[src/rtl/ctrl_pipe_chain_pkg.sv]
// ----------------------------------------------------------------------------
// ctrl_pipe_pkg
// Shared definitions for the control-word pipeline chain:
//   - bit positions and widths of every field in the 14-bit control word
//     (ALU_OP[13:10], LOAD, MEM_WRITE, STORE_CC, B, BL, MEM_SIZE, MEM_E,
//     RF_E, AM[1:0])
//   - field-subset masks for the EX, MEM and WB register stages
//   - the per-stage update operation enum
//   - a saturating 16-bit increment used by the event counters
// ----------------------------------------------------------------------------
package ctrl_pipe_pkg;

    localparam int CTRL_WIDTH    = 14;

    localparam int ALU_OP_LSB    = 10;
    localparam int ALU_OP_WIDTH  = 4;
    localparam int LOAD_BIT      = 9;
    localparam int MEM_WRITE_BIT = 8;
    localparam int STORE_CC_BIT  = 7;
    localparam int B_BIT         = 6;
    localparam int BL_BIT        = 5;
    localparam int MEM_SIZE_BIT  = 4;
    localparam int MEM_E_BIT     = 3;
    localparam int RF_E_BIT      = 2;
    localparam int AM_LSB        = 0;
    localparam int AM_WIDTH      = 2;

    typedef logic [CTRL_WIDTH-1:0] ctrl_word_t;

    // One-hot / multi-bit field selectors built from the offsets above.
    localparam ctrl_word_t F_ALU_OP    = ctrl_word_t'(((1 << ALU_OP_WIDTH) - 1) << ALU_OP_LSB);
    localparam ctrl_word_t F_LOAD      = ctrl_word_t'(1 << LOAD_BIT);
    localparam ctrl_word_t F_MEM_WRITE = ctrl_word_t'(1 << MEM_WRITE_BIT);
    localparam ctrl_word_t F_STORE_CC  = ctrl_word_t'(1 << STORE_CC_BIT);
    localparam ctrl_word_t F_B         = ctrl_word_t'(1 << B_BIT);
    localparam ctrl_word_t F_BL        = ctrl_word_t'(1 << BL_BIT);
    localparam ctrl_word_t F_MEM_SIZE  = ctrl_word_t'(1 << MEM_SIZE_BIT);
    localparam ctrl_word_t F_MEM_E     = ctrl_word_t'(1 << MEM_E_BIT);
    localparam ctrl_word_t F_RF_E      = ctrl_word_t'(1 << RF_E_BIT);
    localparam ctrl_word_t F_AM        = ctrl_word_t'(((1 << AM_WIDTH) - 1) << AM_LSB);

    // EX consumes every field; MEM only needs memory and write-back
    // controls; WB only needs the register-file write controls.
    localparam ctrl_word_t MASK_ID_EX  = F_ALU_OP | F_LOAD | F_MEM_WRITE | F_STORE_CC | F_B
                                       | F_BL | F_MEM_SIZE | F_MEM_E | F_RF_E | F_AM;
    localparam ctrl_word_t MASK_EX_MEM = F_LOAD | F_MEM_WRITE | F_BL | F_MEM_SIZE | F_MEM_E | F_RF_E;
    localparam ctrl_word_t MASK_MEM_WB = F_LOAD | F_BL | F_RF_E;

    typedef enum logic [1:0] {
        STAGE_LOAD   = 2'd0,
        STAGE_HOLD   = 2'd1,
        STAGE_BUBBLE = 2'd2,
        STAGE_FLUSH  = 2'd3
    } stage_op_t;

    function automatic logic [15:0] sat_inc16(input logic [15:0] value, input logic en);
        return (en && (value != 16'hFFFF)) ? value + 16'd1 : value;
    endfunction

endpackage

[src/rtl/ctrl_pipe_chain_if.sv]
// ----------------------------------------------------------------------------
// ctrl_pipe_chain_if
// Bundles the control-unit side and datapath side of the control pipeline.
//   master (control unit / hazard unit): drives in_ctrl, in_valid, nop_sel,
//          stall, flush; observes in_ready, stage_ctrl, stage_valid and the
//          two event counters.
//   slave  (ctrl_pipe_chain): the reverse directions.
// ----------------------------------------------------------------------------
interface ctrl_pipe_chain_if
    import ctrl_pipe_pkg::*;
#(
    parameter int WIDTH  = CTRL_WIDTH,
    parameter int STAGES = 4
);

    logic [WIDTH-1:0]        in_ctrl;
    logic                    in_valid;
    logic                    nop_sel;
    logic [STAGES-1:0]       stall;
    logic [STAGES-1:0]       flush;
    logic                    in_ready;
    logic [STAGES*WIDTH-1:0] stage_ctrl;
    logic [STAGES-1:0]       stage_valid;
    logic [15:0]             retired_count;
    logic [15:0]             bubble_count;

    modport master (
        output in_ctrl, in_valid, nop_sel, stall, flush,
        input  in_ready, stage_ctrl, stage_valid, retired_count, bubble_count
    );

    modport slave (
        input  in_ctrl, in_valid, nop_sel, stall, flush,
        output in_ready, stage_ctrl, stage_valid, retired_count, bubble_count
    );

endinterface

[src/rtl/ctrl_pipe_chain_stage.sv]
// ----------------------------------------------------------------------------
// ctrl_stage_reg
// One pipeline register of the control chain: a WIDTH-bit control word plus
// a valid bit. Update priority at each rising edge:
//   reset > flush > hold > bubble > load.
// Flush, bubble and reset all load NOP_VALUE & MASK with valid cleared; a
// normal load captures i_ctrl & MASK with i_valid.
// Ports:
//   clk, reset   clock, synchronous active-high reset
//   i_flush      load a bubble this edge (overrides hold)
//   i_hold       keep current contents
//   i_bubble     upstream stage is frozen: insert a bubble instead of loading
//   i_ctrl       incoming control word (from the previous stage or input mux)
//   i_valid      valid bit accompanying i_ctrl
//   o_ctrl       registered control word
//   o_valid      registered valid bit
//   o_op         operation this stage performs at the coming edge
// ----------------------------------------------------------------------------
module ctrl_stage_reg
    import ctrl_pipe_pkg::*;
#(
    parameter int               WIDTH     = CTRL_WIDTH,
    parameter logic [WIDTH-1:0] NOP_VALUE = '0,
    parameter logic [WIDTH-1:0] MASK      = '1
) (
    input  logic             clk,
    input  logic             reset,
    input  logic             i_flush,
    input  logic             i_hold,
    input  logic             i_bubble,
    input  logic [WIDTH-1:0] i_ctrl,
    input  logic             i_valid,
    output logic [WIDTH-1:0] o_ctrl,
    output logic             o_valid,
    output stage_op_t        o_op
);

    localparam logic [WIDTH-1:0] NOP_MASKED = NOP_VALUE & MASK;

    logic [WIDTH-1:0] r_ctrl;
    logic             r_valid;
    stage_op_t        w_op;

    // NOTE: the default is assigned first so every path through the block
    // drives w_op; a missing branch would otherwise infer a latch.
    always_comb begin
        w_op = STAGE_LOAD;
        if (i_flush) begin
            w_op = STAGE_FLUSH;
        end else if (i_hold) begin
            w_op = STAGE_HOLD;
        end else if (i_bubble) begin
            w_op = STAGE_BUBBLE;
        end
    end

    // NOTE: non-blocking assignments so every stage samples its neighbour's
    // pre-edge value; blocking here would let a word race through the chain.
    always_ff @(posedge clk) begin
        if (reset) begin
            r_ctrl  <= NOP_MASKED;
            r_valid <= 1'b0;
        end else begin
            unique case (w_op)
                STAGE_FLUSH, STAGE_BUBBLE: begin
                    r_ctrl  <= NOP_MASKED;
                    r_valid <= 1'b0;
                end
                STAGE_LOAD: begin
                    r_ctrl  <= i_ctrl & MASK;
                    r_valid <= i_valid;
                end
                STAGE_HOLD: begin
                    r_ctrl  <= r_ctrl;
                    r_valid <= r_valid;
                end
            endcase
        end
    end

    assign o_ctrl  = r_ctrl;
    assign o_valid = r_valid;
    assign o_op    = w_op;

endmodule

[src/rtl/ctrl_pipe_chain.sv]
// ----------------------------------------------------------------------------
// ctrl_pipe_chain
// Chain of STAGES control-word registers from decode (stage 0 = ID/EX) to
// write-back (last stage = MEM/WB), with per-stage field masks, stall-driven
// bubble insertion, per-stage flush and valid tracking.
// Ports:
//   clk     clock
//   reset   synchronous, active-high
//   bus     ctrl_pipe_chain_if.slave:
//             in_ctrl/in_valid/nop_sel  word offered by the control unit
//             stall/flush               per-stage hazard controls
//             in_ready                  stage 0 accepts this edge (comb.)
//             stage_ctrl/stage_valid    registered word + valid per stage
//             retired_count             saturating count of valid words
//                                       entering the last stage
//             bubble_count              saturating count of stall bubbles
// ----------------------------------------------------------------------------
module ctrl_pipe_chain
    import ctrl_pipe_pkg::*;
#(
    parameter int                      WIDTH      = CTRL_WIDTH,
    parameter int                      STAGES     = 4,
    parameter logic [WIDTH-1:0]        NOP_VALUE  = '0,
    parameter logic [STAGES*WIDTH-1:0] STAGE_MASK = '1
) (
    input  logic              clk,
    input  logic              reset,
    ctrl_pipe_chain_if.slave  bus
);

    localparam int LAST = STAGES - 1;

    logic [STAGES-1:0] w_hold;
    logic [STAGES-1:0] w_bubble_in;
    logic [STAGES-1:0] w_bubble_evt;
    logic [STAGES-1:0] w_src_valid;
    logic [STAGES-1:0] w_stage_valid;
    logic [WIDTH-1:0]  w_src_ctrl   [STAGES];
    logic [WIDTH-1:0]  w_stage_ctrl [STAGES];
    stage_op_t         w_stage_op   [STAGES];
    logic              w_retire;
    logic [15:0]       r_retired_count;
    logic [15:0]       r_bubble_count;

    for (genvar k = 0; k < STAGES; k++) begin : g_stage
        // A stall freezes its own stage and everything upstream of it.
        if (k == LAST) begin : g_hold_last
            assign w_hold[k] = bus.stall[k];
        end else begin : g_hold_mid
            assign w_hold[k] = bus.stall[k] | w_hold[k+1];
        end

        if (k == 0) begin : g_src_input
            assign w_src_ctrl[k]  = bus.nop_sel ? NOP_VALUE : bus.in_ctrl;
            assign w_src_valid[k] = ~bus.nop_sel & bus.in_valid;
            assign w_bubble_in[k] = 1'b0;
        end else begin : g_src_prev
            assign w_src_ctrl[k]  = w_stage_ctrl[k-1];
            assign w_src_valid[k] = w_stage_valid[k-1];
            // A frozen upstream stage leaves a gap below it. When that stage
            // is being flushed it does not keep its word, so the word moves on
            // instead of being replaced by a bubble.
            assign w_bubble_in[k] = w_hold[k-1] & ~bus.flush[k-1];
        end

        ctrl_stage_reg #(
            .WIDTH     (WIDTH),
            .NOP_VALUE (NOP_VALUE),
            .MASK      (STAGE_MASK[k*WIDTH +: WIDTH])
        ) u_stage (
            .clk      (clk),
            .reset    (reset),
            .i_flush  (bus.flush[k]),
            .i_hold   (w_hold[k]),
            .i_bubble (w_bubble_in[k]),
            .i_ctrl   (w_src_ctrl[k]),
            .i_valid  (w_src_valid[k]),
            .o_ctrl   (w_stage_ctrl[k]),
            .o_valid  (w_stage_valid[k]),
            .o_op     (w_stage_op[k])
        );

        assign w_bubble_evt[k] = (w_stage_op[k] == STAGE_BUBBLE);
    end

    // hold is monotone towards stage 0, so at most one stage sits on the
    // frozen/moving boundary and at most one bubble is inserted per edge.
    assign w_retire = (w_stage_op[LAST] == STAGE_LOAD) && w_src_valid[LAST];

    always_ff @(posedge clk) begin
        if (reset) begin
            r_retired_count <= 16'd0;
            r_bubble_count  <= 16'd0;
        end else begin
            r_retired_count <= sat_inc16(r_retired_count, w_retire);
            r_bubble_count  <= sat_inc16(r_bubble_count, |w_bubble_evt);
        end
    end

    always_comb begin
        bus.stage_ctrl = '0;
        for (int k = 0; k < STAGES; k++) begin
            bus.stage_ctrl[k*WIDTH +: WIDTH] = w_stage_ctrl[k];
        end
    end

    assign bus.stage_valid   = w_stage_valid;
    assign bus.in_ready      = ~w_hold[0];
    assign bus.retired_count = r_retired_count;
    assign bus.bubble_count  = r_bubble_count;

endmodule

[src/flat_wrapper.sv]
// flat-port wrapper written by rule: the top's interface ports become plain ports
module ctrl_pipe_chain_flat import ctrl_pipe_pkg::*;
#(
    parameter int                      WIDTH      = CTRL_WIDTH,
    parameter int                      STAGES     = 4,
    parameter logic [WIDTH-1:0]        NOP_VALUE  = '0,
    parameter logic [STAGES*WIDTH-1:0] STAGE_MASK = '1
)
  (clk, reset, bus_in_ctrl, bus_in_valid, bus_nop_sel, bus_stall, bus_flush, bus_in_ready, bus_stage_ctrl, bus_stage_valid, bus_retired_count, bus_bubble_count);
  ctrl_pipe_chain_if #(.WIDTH(WIDTH), .STAGES(STAGES)) bus_i ();
  input  logic clk;
  input  logic reset;
  input wire logic [$bits(bus_i.in_ctrl)-1:0] bus_in_ctrl;
  input wire logic [$bits(bus_i.in_valid)-1:0] bus_in_valid;
  input wire logic [$bits(bus_i.nop_sel)-1:0] bus_nop_sel;
  input wire logic [$bits(bus_i.stall)-1:0] bus_stall;
  input wire logic [$bits(bus_i.flush)-1:0] bus_flush;
  output wire logic [$bits(bus_i.in_ready)-1:0] bus_in_ready;
  output wire logic [$bits(bus_i.stage_ctrl)-1:0] bus_stage_ctrl;
  output wire logic [$bits(bus_i.stage_valid)-1:0] bus_stage_valid;
  output wire logic [$bits(bus_i.retired_count)-1:0] bus_retired_count;
  output wire logic [$bits(bus_i.bubble_count)-1:0] bus_bubble_count;
  assign bus_i.in_ctrl = bus_in_ctrl;
  assign bus_i.in_valid = bus_in_valid;
  assign bus_i.nop_sel = bus_nop_sel;
  assign bus_i.stall = bus_stall;
  assign bus_i.flush = bus_flush;
  assign bus_in_ready = bus_i.in_ready;
  assign bus_stage_ctrl = bus_i.stage_ctrl;
  assign bus_stage_valid = bus_i.stage_valid;
  assign bus_retired_count = bus_i.retired_count;
  assign bus_bubble_count = bus_i.bubble_count;
  ctrl_pipe_chain #(.WIDTH(WIDTH), .STAGES(STAGES), .NOP_VALUE(NOP_VALUE), .STAGE_MASK(STAGE_MASK)) u_core (.clk(clk), .reset(reset), .bus(bus_i));
endmodule
[config.mk]
export PLATFORM = sky130hd
export DESIGN_NAME = ctrl_pipe_chain_flat
export DESIGN_NICKNAME = d
export VERILOG_FILES = /design/src/rtl/ctrl_pipe_chain_pkg.sv /design/src/rtl/ctrl_pipe_chain_if.sv /design/src/rtl/ctrl_pipe_chain_stage.sv /design/src/rtl/ctrl_pipe_chain.sv /design/src/flat_wrapper.sv
export SDC_FILE = /design/constraint.sdc
export NUM_CORES = 1
export LEC_CHECK = 0
export CORE_MARGIN = 5
export CORE_UTILIZATION = 42
export CTS_CLUSTER_DIAMETER = 30
export DETAILED_ROUTE_END_ITERATION = 6
export GPL_TIMING_DRIVEN = 0
export PLACE_DENSITY_LB_ADDON = 0.05
export SYNTH_ARGS = -nofsm -noshare
export SYNTH_HDL_FRONTEND = slang
export SYNTH_SLANG_ARGS = --single-unit
[constraint.sdc]
create_clock -name clk -period 2 [get_ports clk]
set_input_delay 0.6 -clock clk [delete_from_list [all_inputs] [get_ports clk]]
set_output_delay 0.6 -clock clk [all_outputs]
set_load 0.05 [all_outputs]
==> metrics.md <==
| Metric | Value |
|---|---|
| Period Utilization, post-route | `0.998` |
| Final antenna-violating net count | `0` |
| Number of synthesized register bits | `92` |
| Clock Path Buffers | `2` |
| EDFF count, synth | `0` |
| Crit path kind | `in -> reg` |
| Sequential cell area fraction in the yosys report | `0.491` |
| Max Cap Violations | `0` |
| Max Clock Skew | `0.0108 ns` |
| CP Max Fanout | `5` |
| Inserted Clock Buffers | `9` |
| CP arrival | `2.29 ns` |
| Die W | `104 µm` |
| Total GRT Usage | `0.200` |
| Mapped Area | `0.00375 mm²` |
| Max Transition Viols Final | `0` |
| Layout cell share with drive strength beyond 1 | `0.196` |
| Status | `complete, no violations` |
| Met1 WL | `4.62 mm` |
| Mapped Cells | `411` |
| First-pass GRT wire length | `18.2 mm` |
| Area taken by multi-input logic gates | `0.00193 mm²` |
| Fin. Hold Viols | `0` |
| WL final | `11.2 mm` |
| DR iter-0 viols | `131` |
| Reg area | `0.00187 mm²` |
| Fill cells | `808` |
| Synth unique cells | `43` |
| Worst path required time | `2.30 ns` |
| H-tree levels | `3` |
| Worst Tran Pin Value | `0.639 ns` |
| Clock root cell | `clkbuf_8` |
| Clk Latency, worst-skew pair | `0.36 ns` |
| Grt total ovfl | `0` |
| Vias/cell | `5.53` |
| CTS clk-pin slew, worst paths | `0.10 ns` |
| Most common cell after layout, fill and taps aside | `dlygate4sd2_1` |
| Worst path slowest cell | `or4b_4` |
| Hold buffers post-CTS | `0` |
| Tmin final | `2.00 ns` |
| Critical Path Max Stage Delay | `0.54 ns` |
| Rows | `34` |
| Critical Path Start Type | `primary input` |
| Crit path capture type | `register` |
| I/O pin count | `119` |
| Hold_ws | `0.474 ns` |
| Largest net degree at the start of global routing | `17` |
| Synth async-reset ratio | `0` |
| DR pass1 iterations | `5` |
| Residual DRC count | `0` |
| Nets | `574` |
| Port bufs | `118` |
| Cell mode on critical path | `a21oi_2` |
| RSZ-0062 raised after global routing | `true` |
| Mean Syn Cell Area | `9.12 µm²` |
| Synth-to-layout area growth | `46.1%` |
| CTS Sinks | `92` |
| Syn Nets | `439` |
| Antenna Cells | `0` |
| Worst slack, placed | `-1.04 ns` |
| Top Metal Used | `met4` |
| Setup ws final | `0.00368 ns` |
| Vias in the first global route | `3688` |
| Die area | `0.0109 mm²` |
| Core Region | `0.00872 mm²` |
| Met2 wire len | `5.45 mm` |
| Worst vdd ir | `359 µV` |
| DR WL/cell | `16.9 µm` |
| GP Congestion | `0.825` |
| Die Y | `104 µm` |
| Via count | `3644` |
| TritonCTS clock tree | `yes` |
| Initial Utilization | `0.430` |
| Rel. slew slack | `0.574` |
| Tot Pwr | `3.46 mW` |
| PwrDens | `631 mW/mm²` |
| Area after DPL | `0.00516 mm²` |
| Yosys warnings | `0` |
| WL met3 | `939 µm` |
| # setup viols final | `0` |
| Initial antenna violation count | `0` |
| Worst-path cell chain | `buf_12, or3_4, nor4b_4, a21oi_2, buf_6, or4b_4, a21oi_2` |
| Hpwl dp | `7.91 mm` |
| Most frequent cells in the layout | `dlygate4sd2_1 (87), nor2_1 (75), dfxtp_1 (70), a22oi_1 (56), dfxtp_2 (22)` |
| Leakage | `2.27 nW` |
| Peak Freq | `501 MHz` |
| Final Instance Area | `0.00548 mm²` |
| Most used DFF post-synth | `dfxtp_1` |
| Fin Setup TNS | `0 ns` |
| Worst min path class | `reg -> reg` |
cell usage after synthesis (3+ instances only):
library cell | instances | area, µm²
buf_2 | 6 | 30.0
dfxtp_1 | 92 | 1840
inv_1 | 4 | 15.0
nor2_1 | 78 | 293
xnor2_1 | 10 | 87.6
clkbuf_1 | 23 | 86.3
nor2b_1 | 3 | 18.8
o21ai_0 | 3 | 15.0
or4_1 | 11 | 82.6
and2_1 | 5 | 31.3
a22oi_1 | 59 | 443
a21oi_1 | 20 | 100
and4_1 | 5 | 43.8
nand4_1 | 10 | 62.6
nor3_1 | 4 | 20.0
or3_1 | 4 | 25.0
nand3_1 | 11 | 55.1
buf_4 | 4 | 30.0
nor4b_1 | 3 | 26.3
nand2_1 | 11 | 41.3
o31ai_1 | 12 | 90.1
nor4_1 | 5 | 31.3
area by class of cell:
| type | instances | share of cell area |
|---|---|---|
| Buffer | 32 | 0.0315 |
| Tap cell | 108 | 0.0247 |
| Clock buffer | 10 | 0.0233 |
| Inverter | 4 | 0.00274 |
| Timing Repair Buffer | 126 | 0.207 |
| Clock inverter | 6 | 0.0176 |
| Sequential cell | 92 | 0.341 |
| Multi-Input combinational cell | 281 | 0.352 |
registers in the layout, indices dropped and copies added, names as in the netlist:
| name | cells |
|---|---|
| u_core.g_stage.u_stage.o_valid | 4 |
| u_core.g_stage.u_stage.o_ctrl | 56 |
| u_core.bus.bubble_count | 16 |
| u_core.bus.retired_count | 16 |
kinds of logic after synthesis:
family,Yosys count,synth area share
AND/OR/NAND/NOR,161,0.228
AO/OA/AOI/OAI,105,0.197
flip-flops,92,0.491
buffers and inverters,38,0.0460
XOR/XNOR,11,0.0257
multiplexers,2,0.00567
adder cells (fa/ha/maj),2,0.00667
metrics by stage:
stage               utilization  std cells
finish                    0.628        659
global route              0.628        659
CTS                       0.615        659
detailed placement        0.592        637
global placement          0.592        637
floorplan                     -        411
routing by layer:
layer / GRT usage / up-vias
met5: 0 / -
met4: 0.0601 / 0
met3: 0.0788 / 15
met2: 0.333 / 112
met1: 0.237 / 1734
li1: - / 1783
final timing paths:
kind | from | endpoint | slack [ns] | depth (start not counted)
setup / recovery | bus_stall[3] | u_core.bus.bubble_count[10] | 0.004 | 7
hold / removal | u_core.g_stage[3].u_stage.o_valid | u_core.g_stage[3].u_stage.o_valid | 0.47 | 2
setup reg to reg | u_core.bus.retired_count[0] | u_core.bus.retired_count[9] | 0.07 | 6
hold reg to reg | u_core.g_stage[3].u_stage.o_valid | u_core.g_stage[3].u_stage.o_valid | 0.47 | 2
critical path, delay by kind of cell:
family / cells / cell delay (ns)
buffers and inverters: 2 / 0.25
AOI/OAI and AO/OA: 2 / 0.27
and+or+nand+nor: 3 / 1.18
power by group:
part / internal [mW] / switching [mW] / leakage, nW
clock network: 0.718 / 0.684 / 0.109
registers: 1.83 / 0.00292 / 0.752
logic: 0.0842 / 0.134 / 1.41
what timing repair did:
item / CTS / global route
gates cloned: 1 / 0
setup endpoints to repair: 176 / 41
buffers inserted: 6 / 1
gates resized for setup: 134 / 46
pin swaps: 10 / 13
Power figures use the tool's default switching activity.
